`config.mk`:
```
export PLATFORM = sky130hd
export DESIGN_NAME = adc_sample_buffer
export DESIGN_NICKNAME = d
export VERILOG_FILES = /design/src/rtl/adc_sample_buffer.sv
export SDC_FILE = /design/constraint.sdc
export NUM_CORES = 1
export LEC_CHECK = 0
export ABC_AREA = 1
export ABC_CLOCK_PERIOD_IN_PS = 14100
export CAP_MARGIN = 20
export CORE_UTILIZATION = 60
export CTS_BUF_LIST = sky130_fd_sc_hd__clkbuf_4
export CTS_CLUSTER_SIZE = 40
export DETAILED_ROUTE_END_ITERATION = 6
export GPL_TIMING_DRIVEN = 0
export PLACE_DENSITY = 0.78
export SYNTH_ARGS = -nofsm -noshare
export SYNTH_HDL_FRONTEND = slang
export SYNTH_SLANG_ARGS = --single-unit
```
`constraint.sdc`:
```
create_clock -name CLOCK_50 -period 14.1 [get_ports CLOCK_50]
set_input_delay 4.23 -clock CLOCK_50 [delete_from_list [all_inputs] [get_ports CLOCK_50]]
set_output_delay 4.23 -clock CLOCK_50 [all_outputs]
set_load 0.01 [all_outputs]
```
`src/rtl/adc_sample_buffer.sv`:
```
// Averages 2^avgLog2 validated ADC samples per channel and queues each average,
// tagged with its channel, in a first-word-fall-through FIFO drained by valid/ready.
module adc_sample_buffer #(
  parameter int dataWidth     = 12,
  parameter int avgLog2       = 2,
  parameter int fifoDepth     = 16,
  parameter int fifoAddrWidth = 4
) (
  input  logic                     CLOCK_50,
  input  logic                     reset,
  input  logic                     enable,
  input  logic [15:0]              frameWord,
  input  logic                     frameValid,
  input  logic                     signedMode,
  input  logic [7:0]               channelMask,
  input  logic                     clearFlags,
  output logic [dataWidth-1:0]     sampleData,
  output logic [2:0]               sampleChannel,
  output logic                     sampleValid,
  input  logic                     sampleReady,
  output logic [fifoAddrWidth:0]   fifoCount,
  output logic                     overflow,
  output logic                     frameError
);

  localparam int CntWidth   = (avgLog2 > 0) ? avgLog2 : 1;
  localparam int AccWidth   = dataWidth + avgLog2;
  localparam int EntryWidth = dataWidth + 3;
  localparam logic [CntWidth-1:0]    CntLast   = CntWidth'((1 << avgLog2) - 1);
  localparam logic [fifoAddrWidth:0] CountFull = (fifoAddrWidth + 1)'(fifoDepth);

  logic [AccWidth-1:0]      r_acc [8];
  logic [CntWidth-1:0]      r_cnt [8];
  logic                     r_signed_prev;
  logic [EntryWidth-1:0]    r_mem [fifoDepth];
  logic [fifoAddrWidth-1:0] r_wptr;
  logic [fifoAddrWidth-1:0] r_rptr;
  logic [fifoAddrWidth:0]   r_count;
  logic                     r_overflow;
  logic                     r_frame_error;

  logic [2:0]               w_ch;
  logic [dataWidth-1:0]     w_d;
  logic                     w_frame_bad;
  logic                     w_accept;
  logic                     w_mode_chg;
  logic [AccWidth-1:0]      w_acc_cur;
  logic [CntWidth-1:0]      w_cnt_cur;
  logic [AccWidth-1:0]      w_ext;
  logic [AccWidth-1:0]      w_sum;
  logic [AccWidth-1:0]      w_shifted;
  logic [dataWidth-1:0]     w_avg;
  logic                     w_last;
  logic                     w_push_req;
  logic                     w_pop;
  logic                     w_full;
  logic                     w_push;
  logic                     w_drop;
  logic [EntryWidth-1:0]    w_head;

  // A signedMode change in this cycle makes the incoming frame the first of a fresh window.
  always_comb begin
    w_ch        = frameWord[14:12];
    w_d         = frameWord[dataWidth-1:0];
    w_frame_bad = frameValid & enable & frameWord[15];
    w_accept    = frameValid & enable & ~frameWord[15] & channelMask[w_ch];
    w_mode_chg  = signedMode ^ r_signed_prev;
    if (w_mode_chg) begin
      w_acc_cur = '0;
      w_cnt_cur = '0;
    end else begin
      w_acc_cur = r_acc[w_ch];
      w_cnt_cur = r_cnt[w_ch];
    end
    if (signedMode) begin
      w_ext = AccWidth'($signed(w_d));
    end else begin
      w_ext = AccWidth'(w_d);
    end
    w_sum = w_acc_cur + w_ext;
    if (signedMode) begin
      w_shifted = $signed(w_sum) >>> avgLog2;
    end else begin
      w_shifted = w_sum >> avgLog2;
    end
    w_avg      = w_shifted[dataWidth-1:0];
    w_last     = (w_cnt_cur == CntLast);
    w_push_req = w_accept & w_last;
    w_pop      = (r_count != '0) & sampleReady;
    w_full     = (r_count == CountFull);
    w_push     = w_push_req & (~w_full | w_pop);
    w_drop     = w_push_req & w_full & ~w_pop;
  end

  // Per-channel accumulators and sample counts.
  always_ff @(posedge CLOCK_50) begin
    if (reset) begin
      for (int i = 0; i < 8; i++) begin
        r_acc[i] <= '0;
        r_cnt[i] <= '0;
      end
      r_signed_prev <= 1'b0;
    end else begin
      r_signed_prev <= signedMode;
      if (w_mode_chg) begin
        for (int i = 0; i < 8; i++) begin
          r_acc[i] <= '0;
          r_cnt[i] <= '0;
        end
      end
      if (w_accept) begin
        if (w_last) begin
          r_acc[w_ch] <= '0;
          r_cnt[w_ch] <= '0;
        end else begin
          r_acc[w_ch] <= w_sum;
          r_cnt[w_ch] <= w_cnt_cur + CntWidth'(1);
        end
      end
    end
  end

  // FIFO storage; contents are don't-care while empty because the outputs are gated.
  always_ff @(posedge CLOCK_50) begin
    if (w_push) begin
      r_mem[r_wptr] <= {w_ch, w_avg};
    end
  end

  // FIFO pointers and occupancy.
  always_ff @(posedge CLOCK_50) begin
    if (reset) begin
      r_wptr  <= '0;
      r_rptr  <= '0;
      r_count <= '0;
    end else begin
      if (w_push) begin
        r_wptr <= r_wptr + fifoAddrWidth'(1);
      end
      if (w_pop) begin
        r_rptr <= r_rptr + fifoAddrWidth'(1);
      end
      case ({w_push, w_pop})
        2'b10:   r_count <= r_count + (fifoAddrWidth + 1)'(1);
        2'b01:   r_count <= r_count - (fifoAddrWidth + 1)'(1);
        default: r_count <= r_count;
      endcase
    end
  end

  // Sticky flags; a set condition beats a simultaneous clear.
  always_ff @(posedge CLOCK_50) begin
    if (reset) begin
      r_overflow    <= 1'b0;
      r_frame_error <= 1'b0;
    end else begin
      if (w_drop) begin
        r_overflow <= 1'b1;
      end else if (clearFlags) begin
        r_overflow <= 1'b0;
      end
      if (w_frame_bad) begin
        r_frame_error <= 1'b1;
      end else if (clearFlags) begin
        r_frame_error <= 1'b0;
      end
    end
  end

  assign w_head        = r_mem[r_rptr];
  assign sampleValid   = (r_count != '0);
  assign sampleData    = sampleValid ? w_head[dataWidth-1:0] : '0;
  assign sampleChannel = sampleValid ? w_head[EntryWidth-1:dataWidth] : 3'd0;
  assign fifoCount     = r_count;
  assign overflow      = r_overflow;
  assign frameError    = r_frame_error;

endmodule

```
==> flow_metrics.tcl, run 1 <==
set metrics [dict create \
    fin_crit_ps 9140 \
    critPathRequiredTime_ps 14500 \
    fin_crit_sh_pct 64.8 \
    ir_drop_v 0.0000759 \
    switching_power_mw 1.06 \
    maxCapViolations 0 \
    finalSetupViolCount 0 \
    drt_wl_total_um 43900 \
    yosys_register_bits 388 \
    insertion_delay_ps 770 \
    status "finished clean" \
    grt_pass1_vias 12000 \
    grt_pass1_wl_um 66000 \
    yosysSeqAreaShare_pct 69.7 \
    setup_slack_ps 4960 \
    wl_per_cell_um 22.3 \
    pre_cts_ws_ps 4320 \
    critical_path_depth 16 \
    worstSetupPathType "primary input to flop" \
    via_per_inst 6.22 \
    pin_count 54 \
    tightest_slew_ps 1060 \
    gp_congestion 0.920 \
    post_cts_buffers 0 \
    numCtsBuffers 95 \
    antenna_found_initial 1 \
    power_frac_comb_pct 27.4 \
    switching_share_pct 34.0 \
    slew-limit-headroom_pct 29.4 \
    async_flop_share_pct 0 \
    ant_nets 0 \
    r2r_cells 13 \
    skew_ps 67.2 \
    cts_hold_buf 0 \
    gr-usage-all-layers_pct 31.5 \
    clkPwrFrac_pct 29.2 \
    area_delta_synth_final_pct 13.8 \
    power_density_mw_per_mm2 166 \
    rsz0062_at_grt "no" \
    cts-htree-levels 3 \
    die_width_um 168 \
    critical_path_arrival_ps 9540 \
    nFillCells 1902 \
    first_pass_iters 6 \
    yosys.cell_types.count 37 \
    synth_area_mm2 0.0164 \
    overflow 0 \
    drive_above_1_share_pct 12.4 \
    ys.flop_type "edfxtp_1" \
    path_clk_slew_ps 60 \
    fin_area_mm2 0.0187 \
    cts_tree "yes" \
    path_delay_family "buffers and inverters" \
    dieArea_mm2 0.0281 \
    hold_viol_final 0 \
    path_buf_inv 5 \
    synth.top_cells.by_area "edfxtp_1 (67%), nor2_1 (6.9%), o21ai_0 (4.4%)" \
    fp.dieH_um 168 \
    avgSynthCellArea_um2 11.7 \
    yosysTopAreaCell "edfxtp_1" \
    port_buffers 52 \
    place_area_mm2 0.0175 \
    worstPathCellList "clkdlybuf4s50_1 -> buf_2 -> nand2_1 -> inv_1 -> buf_1 -> a22oi_1 -> a41oi_1 -> ha_1 -> inv_1 -> fa_1 -> o21ai_1 -> a21oi_1 -> o21ai_1 -> nand2_1 -> nand3_1 -> and2_1" \
    cp_slowest_stage_delay_ps 1010 \
    synth_cells 1400 \
    timing.fmax_ghz 0.109 \
    setup_tns_ps 0 \
    synth_edf_count 368 \
    drc 0 \
    vias 12200 \
    cts_buffer_depth 3 \
    post_cts_resized 0 \
    yosysTopAreaCellShare_pct 67.2 \
    placed_cells 1805 \
    min_path_cells 2 \
    rows 60 \
    hp-class "flop to flop" \
    cp_slowest_cell "clkdlybuf4s50_1" \
    grt_max_degree 22 \
    cp_max_fo 18 \
    place_hpwl_um 29100 \
    drv_slew 0 \
    core_area_mm2 0.0270 \
    final_nets 1616 \
    root_buffer "clkbuf_4" \
    clock-sinks 388 \
    start_kind "primary input" \
    p_leak_nw 6.49 \
    yosysWarnings 0 \
    final_cells 1969 \
    endpoint_kind "flop" \
    drt_iter0_drc 1657 \
    synth_nets 1455 \
    pwr-share-seq_pct 43.4 \
    hold_ws_ps 466 \
    initial_core_util_pct 61.0 \
    power.internal_mw 2.05 \
]
-- worst paths after layout --
check	end	slack, ps	start
max	r_mem[3][8]	4960	frameWord[12]
min	frameError	470	frameError
max reg2reg	r_mem[3][8]	9840	r_signed_prev
min reg2reg	frameError	470	frameError
-- cell usage after synthesis (4+ instances only) --
cell type	count
xor2_1	7
a22o_1	6
edfxtp_1	368
inv_1	67
o22ai_1	14
a41oi_1	10
nand2_1	147
nor2_2	5
and2_1	4
a22oi_1	17
a221oi_1	11
xnor2_1	5
dfxtp_1	20
o221ai_1	46
ha_1	22
nand4_1	7
a21oi_1	49
nand2_2	11
nor2_1	303
clkinv_1	4
nand3_1	42
buf_2	12
clkbuf_1	53
o21ai_0	145
-- registers in the layout (all words and copies together), names as in the netlist, named ones only --
name	flops
r_wptr	4
frameError	1
r_signed_prev	1
r_rptr	4
r_mem	240
fifoCount	5
overflow	1
r_cnt	16
r_acc	112
-- power by group through the flow --
| stage | sequential, mW | combinational (mW) | clock, mW |
|---|---|---|---|
| 2_1_floorplan | 1.37 | 0.459 | 0 |
| 3_3_place_gp | 1.37 | 0.790 | 0 |
| 3_5_place_dp | 1.37 | 0.826 | 0 |
| 4_1_cts | 1.35 | 0.829 | 0.913 |
| 5_1_grt | 1.35 | 0.910 | 0.966 |
| 6_report | 1.35 | 0.852 | 0.909 |
-- metrics by stage --
| stage | utilization (%) | total power, mW |
|---|---|---|
| floorplan | - | 1.83 |
| global placement | 64.5 | 2.16 |
| detailed placement | 65.1 | 2.20 |
| CTS | 69.4 | 3.09 |
| global route | 69.4 | 3.23 |
| finish | 69.4 | 3.11 |
-- cell usage in the layout (no fill, tap or decap), types with 12 or more instances in the layout --
cell type	n
nor2_2	19
nand2_1	147
clkbuf_1	53
dfxtp_1	20
inv_1	67
a21oi_1	49
ha_1	22
o221ai_1	46
a22oi_1	17
nand3_1	42
o22ai_1	14
clkbuf_4	135
clkinv_1	24
nor2_1	289
o21ai_0	145
clkdlybuf4s50_1	52
buf_2	12
edfxtp_1	368
-- worst min-delay path, cell delays in order, from the launching register on --
cell and delay, ps:
dfxtp_1 310, nand2_1 60, a21oi_1 50
-- metal layers --
metal,track usage (%),wire length (µm),share of wire (%),vias up
met1,38.5,16200,37,5830
li1,-,-,-,5438
met4,16.4,2030,4.6,0
met3,7.45,4490,10,164
met2,52.4,21200,48,810
met5,0,0,0,-
-- cells by family (layout without fill, tap and decap cells) --
family          Yosys count  after routing  share of synthesized area, %
compound gates          306            306                          11.4
fa+ha+maj                24             24                          1.92
other cells               0              2                             0
simple gates            528            528                          13.0
buf+inv                 142            368                          3.38
xor+xnor                 12             12                         0.639
flops                   388            388                          69.7
-- area by class of cell --
cell class	instances	area, µm²	area share, %
Clock buffer	135	1010	5.42
Clock inverter	27	148	0.789
Tap cell	341	427	2.28
Timing Repair Buffer	64	637	3.40
Buffer	69	282	1.50
Inverter	73	274	1.46
Antenna cell	2	5.00	0.0267
Sequential cell	388	11500	61.2
Multi-Input combinational cell	870	4470	23.9
Power figures use the tool's default switching activity.
==> run 2: changes to the inputs <==
ABC_CLOCK_PERIOD_IN_PS = 9000   (was 14100)
clock period = 9 ns   (was 14.1 ns; I/O delays follow)
==> results of run 2 <==
The final DEF is identical to that of run 1. Status: finished clean.
Among the figures that moved: setup slack after placement 4320 ps -> 750 ps; setup slack after layout 4960 ps -> 1390 ps; register-to-register setup slack 9840 ps -> 4740 ps; total power 3.11 mW -> 4.87 mW; worst IR drop on VDD 0.0000759 V -> 0.000119 V
